<file path="config.mk">
export PLATFORM = sky130hd
export DESIGN_NAME = ps2_key_decoder
export DESIGN_NICKNAME = d
export VERILOG_FILES = /design/src/rtl/ps2_pkg.sv /design/src/rtl/ps2_rx_frame.sv /design/src/rtl/ps2_key_decoder.sv
export SDC_FILE = /design/constraint.sdc
export NUM_CORES = 1
export LEC_CHECK = 0
export BUFFER_PORTS_ARGS = -buffer_cell sky130_fd_sc_hd__buf_2
export CORE_MARGIN = 2
export CORE_UTILIZATION = 64
export DETAILED_ROUTE_END_ITERATION = 6
export GPL_ROUTABILITY_DRIVEN = 0
export PLACE_DENSITY_LB_ADDON = 0.1
export SYNTH_ARGS = -nofsm -noshare
export SYNTH_HDL_FRONTEND = slang
export SYNTH_SLANG_ARGS = --single-unit
export TNS_END_PERCENT = 1
</file>
<file path="constraint.sdc">
create_clock -name clk -period 2.9 [get_ports clk]
set_input_delay 0.435 -clock clk [delete_from_list [all_inputs] [get_ports clk]]
set_output_delay 0.435 -clock clk [all_outputs]
set_load 0.02 [all_outputs]
</file>
<file path="src/rtl/ps2_pkg.sv">
// Shared constants and types for the PS/2 Set-2 key decoder.
package ps2_pkg;

  localparam logic [7:0] PS2_BREAK  = 8'hF0;
  localparam logic [7:0] PS2_EXT    = 8'hE0;

  // Keyboard housekeeping replies that never describe a key.
  localparam logic [7:0] PS2_BAT_OK = 8'hAA;
  localparam logic [7:0] PS2_ACK    = 8'hFA;
  localparam logic [7:0] PS2_RESEND = 8'hFE;
  localparam logic [7:0] PS2_ECHO   = 8'hEE;
  localparam logic [7:0] PS2_ERR0   = 8'h00;
  localparam logic [7:0] PS2_ERR1   = 8'hFF;

  typedef enum logic [1:0] {
    IDLE    = 2'd0,
    BRK     = 2'd1,
    EXT     = 2'd2,
    EXT_BRK = 2'd3
  } ps2_prefix_t;

  function automatic logic is_discard(input logic [7:0] b);
    return (b == PS2_BAT_OK) || (b == PS2_ACK)  || (b == PS2_RESEND) ||
           (b == PS2_ECHO)   || (b == PS2_ERR0) || (b == PS2_ERR1);
  endfunction

endpackage

</file>
<file path="src/rtl/ps2_rx_frame.sv">
// PS/2 receive front end: synchronisers, clock deglitch filter, 11-bit
// frame capture with start/parity/stop check, and partial-frame timeout.
// Emits registered one-cycle strobes one clk after the stop-bit edge.
module ps2_rx_frame
  import ps2_pkg::*;
#(
  parameter int FILTER_LEN     = 8,
  parameter int TIMEOUT_CYCLES = 50000
) (
  input  logic       clk,
  input  logic       reset_n,
  input  logic       ps2_clk,
  input  logic       ps2_data,
  output logic       byte_valid,
  output logic [7:0] rx_byte,
  output logic       rx_error
);

  localparam int FW = $clog2(FILTER_LEN + 1);
  localparam int TW = $clog2(TIMEOUT_CYCLES + 1);
  localparam logic [FW-1:0] FILT_LAST = FW'(FILTER_LEN - 1);
  localparam logic [TW-1:0] TO_MAX    = TW'(TIMEOUT_CYCLES);

  logic [1:0]    clk_sync_q, data_sync_q;
  logic          filt_q, filt_d;
  logic [FW-1:0] fcnt_q, fcnt_d;
  logic          fall;
  logic [9:0]    shift_q, shift_d;
  logic [10:0]   frame;
  logic [3:0]    bit_cnt_q, bit_cnt_d;
  logic [TW-1:0] idle_q, idle_d;
  logic          byte_valid_q, byte_valid_d;
  logic          rx_error_q, rx_error_d;
  logic [7:0]    rx_byte_q, rx_byte_d;

  // Two-flop synchronisers; the bus idles high so reset to 1.
  always_ff @(posedge clk or negedge reset_n) begin
    if (!reset_n) begin
      clk_sync_q  <= 2'b11;
      data_sync_q <= 2'b11;
    end else begin
      clk_sync_q  <= {clk_sync_q[0], ps2_clk};
      data_sync_q <= {data_sync_q[0], ps2_data};
    end
  end

  // Flip the filtered clock only after FILTER_LEN consecutive differing samples.
  always_comb begin
    filt_d = filt_q;
    fcnt_d = '0;
    if (clk_sync_q[1] != filt_q) begin
      if (fcnt_q == FILT_LAST) filt_d = ~filt_q;
      else                     fcnt_d = fcnt_q + 1'b1;
    end
  end

  assign fall  = filt_q & ~filt_d;
  // Complete frame as it would look after this edge: [0]=start .. [10]=stop.
  assign frame = {data_sync_q[1], shift_q};

  // Bit capture, frame check at bit 10, and idle timeout inside a frame.
  always_comb begin
    shift_d      = shift_q;
    bit_cnt_d    = bit_cnt_q;
    idle_d       = idle_q;
    rx_byte_d    = rx_byte_q;
    byte_valid_d = 1'b0;
    rx_error_d   = 1'b0;
    if (fall) begin
      shift_d = frame[10:1];
      idle_d  = '0;
      if (bit_cnt_q == 4'd10) begin
        bit_cnt_d = '0;
        if (!frame[0] && frame[10] && (^frame[9:1])) begin
          byte_valid_d = 1'b1;
          rx_byte_d    = frame[8:1];
        end else begin
          rx_error_d = 1'b1;
        end
      end else begin
        bit_cnt_d = bit_cnt_q + 4'd1;
      end
    end else if (bit_cnt_q != 4'd0) begin
      if (idle_q == TO_MAX) begin
        rx_error_d = 1'b1;
        bit_cnt_d  = '0;
      end else begin
        idle_d = idle_q + 1'b1;
      end
    end
  end

  // Filter, capture and check registers.
  always_ff @(posedge clk or negedge reset_n) begin
    if (!reset_n) begin
      filt_q       <= 1'b1;
      fcnt_q       <= '0;
      shift_q      <= '0;
      bit_cnt_q    <= '0;
      idle_q       <= '0;
      rx_byte_q    <= '0;
      byte_valid_q <= 1'b0;
      rx_error_q   <= 1'b0;
    end else begin
      filt_q       <= filt_d;
      fcnt_q       <= fcnt_d;
      shift_q      <= shift_d;
      bit_cnt_q    <= bit_cnt_d;
      idle_q       <= idle_d;
      rx_byte_q    <= rx_byte_d;
      byte_valid_q <= byte_valid_d;
      rx_error_q   <= rx_error_d;
    end
  end

  assign byte_valid = byte_valid_q;
  assign rx_byte    = rx_byte_q;
  assign rx_error   = rx_error_q;

endmodule

</file>
<file path="src/rtl/ps2_key_decoder.sv">
// Turns PS/2 Set-2 bytes into press/release key events.
// state   | meaning
// IDLE    | no prefix pending
// BRK     | F0 seen, next code is a release
// EXT     | E0 seen, next code is an extended press (or F0 follows)
// EXT_BRK | E0 F0 seen, next code is an extended release
module ps2_key_decoder
  import ps2_pkg::*;
#(
  parameter int FILTER_LEN     = 8,
  parameter int TIMEOUT_CYCLES = 50000
) (
  input  logic       clk,
  input  logic       reset_n,
  input  logic       ps2_clk,
  input  logic       ps2_data,
  output logic [7:0] code,
  output logic       pressed,
  output logic       extended,
  output logic       valid,
  output logic       frame_error
);

  logic        byte_valid, rx_error;
  logic [7:0]  rx_byte;
  ps2_prefix_t state_q, state_d;
  logic [7:0]  code_q, code_d;
  logic        pressed_q, pressed_d;
  logic        extended_q, extended_d;
  logic        valid_q, valid_d;
  logic        frame_error_q, frame_error_d;

  ps2_rx_frame #(
    .FILTER_LEN     (FILTER_LEN),
    .TIMEOUT_CYCLES (TIMEOUT_CYCLES)
  ) u_rx (
    .clk        (clk),
    .reset_n    (reset_n),
    .ps2_clk    (ps2_clk),
    .ps2_data   (ps2_data),
    .byte_valid (byte_valid),
    .rx_byte    (rx_byte),
    .rx_error   (rx_error)
  );

  // Prefix tracking; errors and housekeeping bytes drop any pending prefix.
  always_comb begin
    state_d       = state_q;
    code_d        = code_q;
    pressed_d     = pressed_q;
    extended_d    = extended_q;
    valid_d       = 1'b0;
    frame_error_d = rx_error;
    if (rx_error) begin
      state_d = IDLE;
    end else if (byte_valid) begin
      if (is_discard(rx_byte)) begin
        state_d = IDLE;
      end else begin
        case (state_q)
          IDLE: begin
            if (rx_byte == PS2_BREAK)    state_d = BRK;
            else if (rx_byte == PS2_EXT) state_d = EXT;
            else begin
              valid_d    = 1'b1;
              code_d     = rx_byte;
              pressed_d  = 1'b1;
              extended_d = 1'b0;
            end
          end
          BRK: begin
            state_d = IDLE;
            if (rx_byte != PS2_EXT) begin
              valid_d    = 1'b1;
              code_d     = rx_byte;
              pressed_d  = 1'b0;
              extended_d = 1'b0;
            end
          end
          EXT: begin
            if (rx_byte == PS2_BREAK) state_d = EXT_BRK;
            else begin
              state_d    = IDLE;
              valid_d    = 1'b1;
              code_d     = rx_byte;
              pressed_d  = 1'b1;
              extended_d = 1'b1;
            end
          end
          EXT_BRK: begin
            state_d = IDLE;
            if (rx_byte != PS2_EXT) begin
              valid_d    = 1'b1;
              code_d     = rx_byte;
              pressed_d  = 1'b0;
              extended_d = 1'b1;
            end
          end
        endcase
      end
    end
  end

  // FSM state and held event outputs.
  always_ff @(posedge clk or negedge reset_n) begin
    if (!reset_n) begin
      state_q       <= IDLE;
      code_q        <= '0;
      pressed_q     <= 1'b0;
      extended_q    <= 1'b0;
      valid_q       <= 1'b0;
      frame_error_q <= 1'b0;
    end else begin
      state_q       <= state_d;
      code_q        <= code_d;
      pressed_q     <= pressed_d;
      extended_q    <= extended_d;
      valid_q       <= valid_d;
      frame_error_q <= frame_error_d;
    end
  end

  assign code        = code_q;
  assign pressed     = pressed_q;
  assign extended    = extended_q;
  assign valid       = valid_q;
  assign frame_error = frame_error_q;

endmodule

</file>
==> impl_metrics.env <==
export IMPL_status="finished, final reports clean"
export IMPL_r2r_start="u_rx.fcnt_q[0]$_DFF_PN0_"
export IMPL_diodes=0
export IMPL_root_buffer="clkbuf_8"
export IMPL_critPathMostFrequentCell="and3b_1"
export IMPL_synth_main_ff_cell="dfrtp_1"
export IMPL_ys_warnings_count=0
export IMPL_nets=272
export IMPL_antenna_found_initial=0
export IMPL_synth_cells=238
export IMPL_crit_type="flip-flop to flip-flop"
export IMPL_antenna_left=0
export IMPL_crit_path_cell_trace="ha_1 -> and3b_1 -> and3b_1 -> nand3b_1 -> nor3_4 -> mux2_2"
export IMPL_min_period_over_period=0.795
export IMPL_fmax_ghz=0.434
export IMPL_drv_slew=0
export IMPL_rows=24
export IMPL_hpwl_um=2960
export IMPL_post_dp_cell_area_mm2=0.00300
export IMPL_synth_area_mm2=0.00285
export IMPL_floorplan_die_area_mm2=0.00501
export IMPL_cts_resized=0
export IMPL_path_max_fanout=9
export IMPL_clock_sinks=63
export IMPL_wire_per_inst_um=14.7
export IMPL_tns_ns=0
export IMPL_synth_edff_count=0
export IMPL_holdPathStages=1
export IMPL_cts_setup_buffers=0
export IMPL_ctsHoldBuffers=0
export IMPL_hp_start="ps2_data"
export IMPL_area_delta_synth_final_pct=12.3
export IMPL_hold_viol=0
export IMPL_slew_headroom=0.490
export IMPL_grt_util_all_layers=0.216
export IMPL_yosysTopAreaCellShare=0.509
export IMPL_gr_total_overflow=0
export IMPL_holdCritPathClass="input pin to flip-flop"
export IMPL_arrival_ns=2.52
export IMPL_synth_seq_area_share=0.555
export IMPL_setup_violations=0
export IMPL_reg2reg_to="u_rx.rx_byte[5]$_DFFE_PN0P_"
export IMPL_via_per_inst=5.70
export IMPL_peakVddDrop_mv=0.333
export IMPL_min_period_ns=2.30
export IMPL_drt_initial_drc_count=79
export IMPL_start_kind="flip-flop"
export IMPL_path_clk_slew_ns=0.06
export IMPL_portBuffers=15
export IMPL_grt_pass1_wl_um=8280
export IMPL_layout_drive_gt1_share=0.255
export IMPL_worst_pin_slew_ns=0.765
export IMPL_n_fill_cell=319
export IMPL_min_to="u_rx.data_sync_q[0]$_DFF_PN1_"
export IMPL_drv_cap=0
export IMPL_fin_skew_ns=0.00470
export IMPL_wl_um=4690
export IMPL_reg2reg_slack_ns=0.60
export IMPL_cts_buffers=9
export IMPL_cpPeakStageDelay_ns=0.43
export IMPL_synth_fp_nets=248
export IMPL_initial_utilization=0.660
export IMPL_dr_pass1_iters=4
export IMPL_cts_path_max_buffers=2
export IMPL_io_pins=16
export IMPL_cp_num_buf_inv=0
export IMPL_grt_max_degree=64
export IMPL_yosys_register_bits=63
export IMPL_ys_async_sr_fraction=1.00
export IMPL_synthTopCellsByCount="dfrtp_1, mux2_2, nor2_1"
export IMPL_drc=0
export IMPL_critPathSlowestCell="nor3_4"
export IMPL_num_vias=1817
export IMPL_grt_pass1_vias=1763
export IMPL_cts_tree="done"
export IMPL_grt_setup_unrepaired="no"
export IMPL_coreArea_mm2=0.00432
export IMPL_synth_most_common_cell="dfrtp_1"
export IMPL_p_leak_uw=0.00157
export IMPL_synth_avg_cell_area_um2=12.0
export IMPL_crit_path_end_kind="flip-flop"
export IMPL_die_w_um=70.8
export IMPL_die_h_um=70.8
export IMPL_rr_worst_depth=6
export IMPL_ys_top_cells_by_area="dfrtp_1, mux2_2, xnor2_1"
export IMPL_clk_latency_ns=0.34
export IMPL_synth_largest_area_cell="dfrtp_1"
export IMPL_synth_distinct_cells=43
export IMPL_cts_htree_levels=3
export IMPL_crit_family="simple AND/OR/NAND/NOR gates"
export IMPL_design_area_mm2=0.00320
export IMPL_power_density_mw_per_mm2=566
export IMPL_critPathRequiredTime_ns=3.12
## sequential cells by signal, indices dropped and copies added, names as in the netlist
name / flops
u_rx.idle_q: 16
state_q: 2
u_rx.fcnt_q: 4
u_rx.clk_sync_q: 2
u_rx.rx_byte: 8
u_rx.byte_valid: 1
code: 8
extended: 1
valid: 1
pressed: 1
u_rx.filt_q: 1
u_rx.bit_cnt_q: 4
frame_error: 1
u_rx.shift_q: 10
u_rx.rx_error: 1
u_rx.data_sync_q: 2
## cells by family after synthesis
| group | after synthesis | synth area share |
|---|---|---|
| AND/OR/NAND/NOR | 82 | 0.160 |
| flip-flops | 63 | 0.555 |
| multiplexers | 29 | 0.114 |
| XOR/XNOR | 25 | 0.0815 |
| AO/OA/AOI/OAI | 19 | 0.0417 |
| buffers and inverters | 14 | 0.0219 |
| adder cells (fa/ha/maj) | 6 | 0.0263 |
## metal layers
metal	GRT usage	routed length [µm]	vias to the layer above
met5	0	0	-
met4	0.126	131	0
li1	-	-	889
met1	0.282	2120	893
met3	0.0470	145	9
met2	0.336	2290	26
## through the flow
step | utilization | hold slack, ns | cells | total power (µW) | setup slack, ns
floorplan | - | 0.139 | 238 | 1010 | 0.999
global placement | 0.693 | 0.345 | 303 | 1050 | 0.678
detailed placement | 0.693 | 0.349 | 303 | 1050 | 0.601
CTS | 0.741 | 0.181 | 319 | 1830 | 0.564
global route | 0.741 | 0.180 | 319 | 1890 | 0.450
finish | 0.741 | 0.196 | 319 | 1810 | 0.595
## final cells by class
class | instances | area, µm² | share of cell area
tap | 52 | 65.1 | 0.0203
inverter | 7 | 26.3 | 0.00820
sequential | 63 | 1580 | 0.494
timing repair buffer | 20 | 113 | 0.0351
clock buffer | 13 | 169 | 0.0527
clock inverter | 3 | 40.0 | 0.0125
multi-input combinational | 161 | 1210 | 0.377
## layout by cell type (no fill, tap or decap), drive strengths merged, types with 2 or more instances in the layout
| master | instances |
|---|---|
| ha | 6 |
| clkbuf | 13 |
| dfstp | 5 |
| nor4 | 8 |
| dfrtp | 58 |
| nand4 | 4 |
| buf | 20 |
| o21ai | 5 |
| xnor2 | 17 |
| nor2 | 24 |
| nand2 | 5 |
| a21oi | 6 |
| mux2 | 28 |
| inv | 7 |
| nor3 | 7 |
| nand2b | 3 |
| xor2 | 7 |
| nand3b | 2 |
| and3b | 2 |
| nor3b | 5 |
| nand3 | 13 |
| a21o | 2 |
| clkinv | 2 |
| nor2b | 2 |
## report_power, final
group / leakage [µW] / switching (µW) / internal (µW)
clock: 0.000109 / 317 / 465
sequential: 0.000860 / 28.4 / 918
combinational: 0.000598 / 48.3 / 39.1
## how the worst max path moves through the flow
stage,to,start,slack [ns],cells after the start
final,u_rx.rx_byte[5]$_DFFE_PN0P_,u_rx.fcnt_q[0]$_DFF_PN0_,0.60,6
after global routing,u_rx.rx_byte[5]$_DFFE_PN0P_,u_rx.fcnt_q[0]$_DFF_PN0_,0.45,6
after CTS,u_rx.rx_byte[5]$_DFFE_PN0P_,u_rx.fcnt_q[0]$_DFF_PN0_,0.56,6
after detailed placement,u_rx.rx_byte[5]$_DFFE_PN0P_,u_rx.fcnt_q[0]$_DFF_PN0_,0.60,6
after global placement,u_rx.rx_byte[6]$_DFFE_PN0P_,u_rx.fcnt_q[0]$_DFF_PN0_,0.68,6
after floorplan,u_rx.rx_byte[0]$_DFFE_PN0P_,u_rx.fcnt_q[0]$_DFF_PN0_,1.0,6
No activity file was read; power rests on OpenSTA's default activity.
